--- src/rtl/lsu_dm_bridge.sv ---
// rtl/lsu_dm_bridge.sv - core load/store to word-organised data memory bridge with sub-word RMW
module lsu_dm_bridge #(
   parameter logic [31:0] DM_BASE = 32'h66000000,
   parameter logic [31:0] DM_LAST = 32'h660000FC
) (
   input  logic        clk_i,
   input  logic        reset,
   input  logic        core_req_i,
   input  logic        core_we_i,
   input  logic [2:0]  core_size_i,
   input  logic [31:0] core_addr_i,
   input  logic [31:0] core_wd_i,
   output logic [31:0] core_rd_o,
   output logic        core_stall_o,
   output logic        core_misalign_o,
   output logic        core_fault_o,
   output logic        mem_req_o,
   output logic        mem_we_o,
   output logic [2:0]  mem_size_o,
   output logic [31:0] a_o,
   output logic [31:0] wd_o,
   input  logic [31:0] rd_i
);

   typedef enum logic [1:0] {IDLE, LD_RESP, RMW_WR} state_t;

   localparam logic [2:0] SZ_B  = 3'b000;
   localparam logic [2:0] SZ_H  = 3'b001;
   localparam logic [2:0] SZ_W  = 3'b010;
   localparam logic [2:0] SZ_BU = 3'b100;
   localparam logic [2:0] SZ_HU = 3'b101;

   state_t      state;
   logic [31:0] cap_word;   // word read during the read phase
   logic [29:0] addr_q;     // word address of the accepted sub-word store
   logic [1:0]  off_q;      // byte offset of the accepted access
   logic        half_q;     // accepted sub-word store is a halfword
   logic [15:0] wd_q;       // store data, held so RMW_WR does not depend on the core
   logic [31:0] rd_q;

   logic size_ok, misalign, in_range, idle_req, accept, word_store, read_phase, rmw;
   logic [31:0] merged;

   // Extract the addressed lane from a word and extend it per funct3 size
   function automatic logic [31:0] extend(input logic [31:0] word, input logic [1:0] off,
                                          input logic [2:0] size);
      logic [31:0] s;
      s = word >> {off, 3'b000};
      case (size)
         SZ_B:    extend = {{24{s[7]}}, s[7:0]};
         SZ_H:    extend = {{16{s[15]}}, s[15:0]};
         SZ_BU:   extend = {24'h0, s[7:0]};
         SZ_HU:   extend = {16'h0, s[15:0]};
         default: extend = s;
      endcase
   endfunction

   // Request legality: size encoding, alignment and address range
   always_comb begin
      size_ok  = (core_size_i == SZ_B) || (core_size_i == SZ_H) || (core_size_i == SZ_W) ||
                 (core_size_i == SZ_BU) || (core_size_i == SZ_HU);
      misalign = !size_ok ||
                 ((core_size_i[1:0] == 2'b01) && core_addr_i[0]) ||
                 ((core_size_i == SZ_W) && (core_addr_i[1:0] != 2'b00));
      in_range = (core_addr_i >= DM_BASE) && (core_addr_i <= (DM_LAST + 32'd3));
      idle_req   = (state == IDLE) && core_req_i && !reset;
      accept     = idle_req && !misalign && in_range;
      word_store = accept && core_we_i && (core_size_i == SZ_W);
      read_phase = accept && !word_store;
      rmw        = (state == RMW_WR) && !reset;
   end

   // Replace the target byte or halfword of the captured word with the store data
   always_comb begin
      merged = cap_word;
      if (half_q) begin
         if (off_q[1]) merged[31:16] = wd_q;
         else          merged[15:0]  = wd_q;
      end else begin
         case (off_q)
            2'd0:    merged[7:0]   = wd_q[7:0];
            2'd1:    merged[15:8]  = wd_q[7:0];
            2'd2:    merged[23:16] = wd_q[7:0];
            default: merged[31:24] = wd_q[7:0];
         endcase
      end
   end

   // Core and DM side outputs; everything is gated off while reset is high
   always_comb begin
      core_misalign_o = idle_req && misalign;
      core_fault_o    = idle_req && !misalign && !in_range;
      core_stall_o    = read_phase;
      mem_req_o       = accept || rmw;
      mem_we_o        = word_store || rmw;
      mem_size_o      = SZ_W;
      a_o             = 32'h0;
      wd_o            = 32'h0;
      if (accept) begin
         a_o = {core_addr_i[31:2], 2'b00};
      end else if (rmw) begin
         a_o = {addr_q, 2'b00};
      end
      if (word_store) begin
         wd_o = core_wd_i;
      end else if (rmw) begin
         wd_o = merged;
      end
   end

   assign core_rd_o = rd_q;

   // Sequencer: capture on the read phase, respond or write back on the next cycle
   always_ff @(posedge clk_i or posedge reset) begin
      if (reset) begin
         state    <= IDLE;
         cap_word <= 32'h0;
         addr_q   <= 30'h0;
         off_q    <= 2'b00;
         half_q   <= 1'b0;
         wd_q     <= 16'h0;
         rd_q     <= 32'h0;
      end else begin
         case (state)
            IDLE: begin
               if (read_phase) begin
                  cap_word <= rd_i;
                  addr_q   <= core_addr_i[31:2];
                  off_q    <= core_addr_i[1:0];
                  half_q   <= core_size_i[0];
                  wd_q     <= core_wd_i[15:0];
                  if (core_we_i) begin
                     state <= RMW_WR;
                  end else begin
                     rd_q  <= extend(rd_i, core_addr_i[1:0], core_size_i);
                     state <= LD_RESP;
                  end
               end
            end
            LD_RESP: state <= IDLE;
            RMW_WR:  state <= IDLE;
            default: state <= IDLE;
         endcase
      end
   end

endmodule

--- config.mk ---
export PLATFORM = sky130hd
export DESIGN_NAME = lsu_dm_bridge
export DESIGN_NICKNAME = d
export VERILOG_FILES = /design/src/rtl/lsu_dm_bridge.sv
export SDC_FILE = /design/constraint.sdc
export NUM_CORES = 1
export LEC_CHECK = 0
export ABC_AREA = 1
export ABC_CLOCK_PERIOD_IN_PS = 11000
export CORE_UTILIZATION = 50
export DETAILED_ROUTE_END_ITERATION = 6
export GPL_TIMING_DRIVEN = 0
export PLACE_DENSITY = 0.85
export SYNTH_ARGS = -nofsm -noshare
export SYNTH_HDL_FRONTEND = slang
export SYNTH_SLANG_ARGS = --single-unit
--- constraint.sdc ---
create_clock -name clk_i -period 11 [get_ports clk_i]
set_input_delay 2.2 -clock clk_i [delete_from_list [all_inputs] [get_ports clk_i]]
set_output_delay 2.2 -clock clk_i [all_outputs]
set_load 0.02 [all_outputs]
==> results.yml <==
outcome:
  status: "finished, final reports clean"
yosys:
  synth-edff-count: 0
  async_flop_share_pct: 100
  synthFlopType: "dfrtp_1"
  syn_inst: 982
  synth_top_area_cell: "dfrtp_1"
  syn_area_um2: 6730
  yosys_register_bits: 115
  synth.top_cell.area_share_pct: 42.8
  syn_area_per_cell_um2: 6.85
  synth_area_leaders: "dfrtp_1 43%, nand2_1 18%, o21ai_0 8.5%"
  ys_warn_count: 0
  ys_types: 29
  ys_seq_area_share_pct: 42.8
  synth.most_common_cell: "nand2_1"
  synthTopCellsByCount: "321 x nand2_1, 115 x dfrtp_1, 114 x o21ai_0"
clock_tree:
  cts_resized: 0
  root_buffer: "clkbuf_16"
  cts_tree: "done"
  clock_sinks: 115
  htreeDepth: 4
  cts_buffers: 17
  insertion_delay_ns: 0.42
  post_cts_buffers: 0
  ctsHoldBuffers: 0
  clockBufferDepth: 2
  clk_pin_slew_ns: 0.05
power:
  power_w: 0.00106
  peakVddDrop_uv: 99.6
  p_per_area_nw_per_um2: 111
  p_leak_nw: 4.65
drt:
  wl_per_cell_um: 16.1
  drtIter0Drc: 751
  first_pass_iters: 5
  drc: 0
  ant_nets: 0
  vias_per_cell: 5.36
  num_vias: 7479
  wl_um: 22500
sta:
  min_period_over_period_pct: 64.5
  fin_hold_ws_ns: 0.447
  setup_viol: 0
  period_needed_ns: 7.09
  relSlewSlack_pct: 57.4
  rsz0062_at_grt: "no"
  hold_viol_final: 0
  finalMaxSlewViolations: 0
  setup-tns-final_ns: 0
  skew_ns: 0.00494
  worst_pin_slew_ns: 0.640
  clock.fmax_mhz: 141
hold_path:
  min_path_cells: 2
  hp-class: "flop to flop"
placement:
  io_buffers: 201
  place.gp.congestion: 0.971
  hpwl_um: 16900
  dp.cells: 1363
grt:
  grt_pass1_wl_um: 36200
  grt_pass1_vias: 7205
  antenna_found_initial: 0
  grt_max_degree: 66
  overflow: 0
  gr-usage-all-layers_pct: 33.6
worst_setup_path:
  ff2ff_path_depth: 6
  cp-end-kind: "output port"
  crit_required_ns: 8.80
  crit_fanout: 10
  start_kind: "input port"
  crit_arrival_ns: 4.89
  path_class: "input port to output port"
die:
  pin_count: 207
  core-area_um2: 13200
  start_util_pct: 51.0
  die_x_um: 118
  dieHeight_um: 118
  rows: 42
  dieArea_um2: 13900
job:
  max_cap_viol_count: 0
cells_and_area:
  syn_to_final_growth_pct: 42.5
  diodes: 0
  stdcell_count: 1395
  drive_gt1_share_pct: 5.82
  fin_nets: 1309
==> worst max-delay path: stages <==
cell	delay (ns)
clkdlybuf4s50_1	0.57
o21ai_1	0.28
nand4_2	0.18
nor2_4	0.27
nand2_2	0.19
clkbuf_1	0.28
o21ai_0	0.26
clkdlybuf4s50_1	0.65
==> final timing paths <==
path,from,endpoint,slack [ns]
max in group asynchronous,reset,addr_q[7],7.99
hold / removal,addr_q[27],addr_q[27],0.45
setup / recovery,core_addr_i[1],wd_o[15],3.91
hold reg to reg,addr_q[27],addr_q[27],0.45
min in group asynchronous,reset,core_rd_o[7],2.26
setup reg to reg,state[0],cap_word[8],9.17
==> routing by layer <==
metal  wire [um]  track usage, %
met1        9350            42.8
met2       10300            53.5
met3        1840            8.19
met4         966            16.4
met5           0               0
==> final cells by class <==
cell class / count / area (um2)
fill: 1076 / 3600
multi-input combinational: 696 / 3130
sequential: 115 / 2880
timing repair buffer: 202 / 2040
clock buffer: 17 / 425
inverter: 103 / 389
buffer: 71 / 343
tap: 176 / 220
clock inverter: 15 / 160
==> state kept, by name (all words and copies together) (netlist names) <==
register   cells
half_q         1
off_q          2
core_rd_o     32
wd_q          16
addr_q        30
cap_word      32
state          2
==> through the flow <==
stage | utilization [%] | setup WS, ns | instance area, um2
finish | 72.7 | 3.91 | 9590
CTS | 72.7 | 3.92 | 9590
floorplan | - | 5.19 | 6740
global placement | 68.0 | 4.04 | 8970
detailed placement | 68.2 | 3.98 | 9000
global route | 72.7 | 3.78 | 9590
==> kinds of logic (layout without fill, tap and decap cells) <==
logic type             count (synthesis)  after routing  share of synthesized area [%]
DFF                                  115            115                           42.8
buffers and inverters                174            408                           10.8
AOI/OAI and AO/OA                    207            207                           16.8
other                                  2              5                          0.112
and+or+nand+nor                      484            484                           29.4
==> power breakdown <==
group / leakage, nW / internal, W / total (W) / switching (W)
Clock: 0.265 / 0.000334 / 0.000543 / 0.000210
Combinational: 2.90 / 0.0000457 / 0.0000965 / 0.0000508
Sequential: 1.48 / 0.000423 / 0.000423 / 0.0000000000877
==> cell usage in the layout (no fill, tap or decap), types with 2 or more instances in the layout <==
master | Yosys | routed
nor2_1 | 87 | 87
a31oi_1 | 7 | 7
o21ai_0 | 114 | 114
inv_2 | 3 | 3
o221ai_1 | 16 | 16
nand4_1 | 32 | 32
buf_2 | 16 | 16
clkinv_1 | 3 | 3
clkbuf_16 | 0 | 17
nand2_1 | 321 | 321
clkdlybuf4s50_1 | 0 | 201
clkinv_4 | 0 | 2
clkinv_2 | 0 | 2
o211ai_1 | 9 | 9
nand3_1 | 36 | 36
clkbuf_1 | 40 | 40
dfrtp_1 | 115 | 115
conb_1 | 2 | 5
o21ai_1 | 15 | 15
buf_1 | 2 | 2
a21oi_1 | 45 | 45
buf_6 | 2 | 2
inv_1 | 97 | 96
buf_4 | 11 | 11
clkinvlp_4 | 0 | 7
bufinv_16 | 0 | 2
No activity file was read; power rests on OpenSTA's default activity.
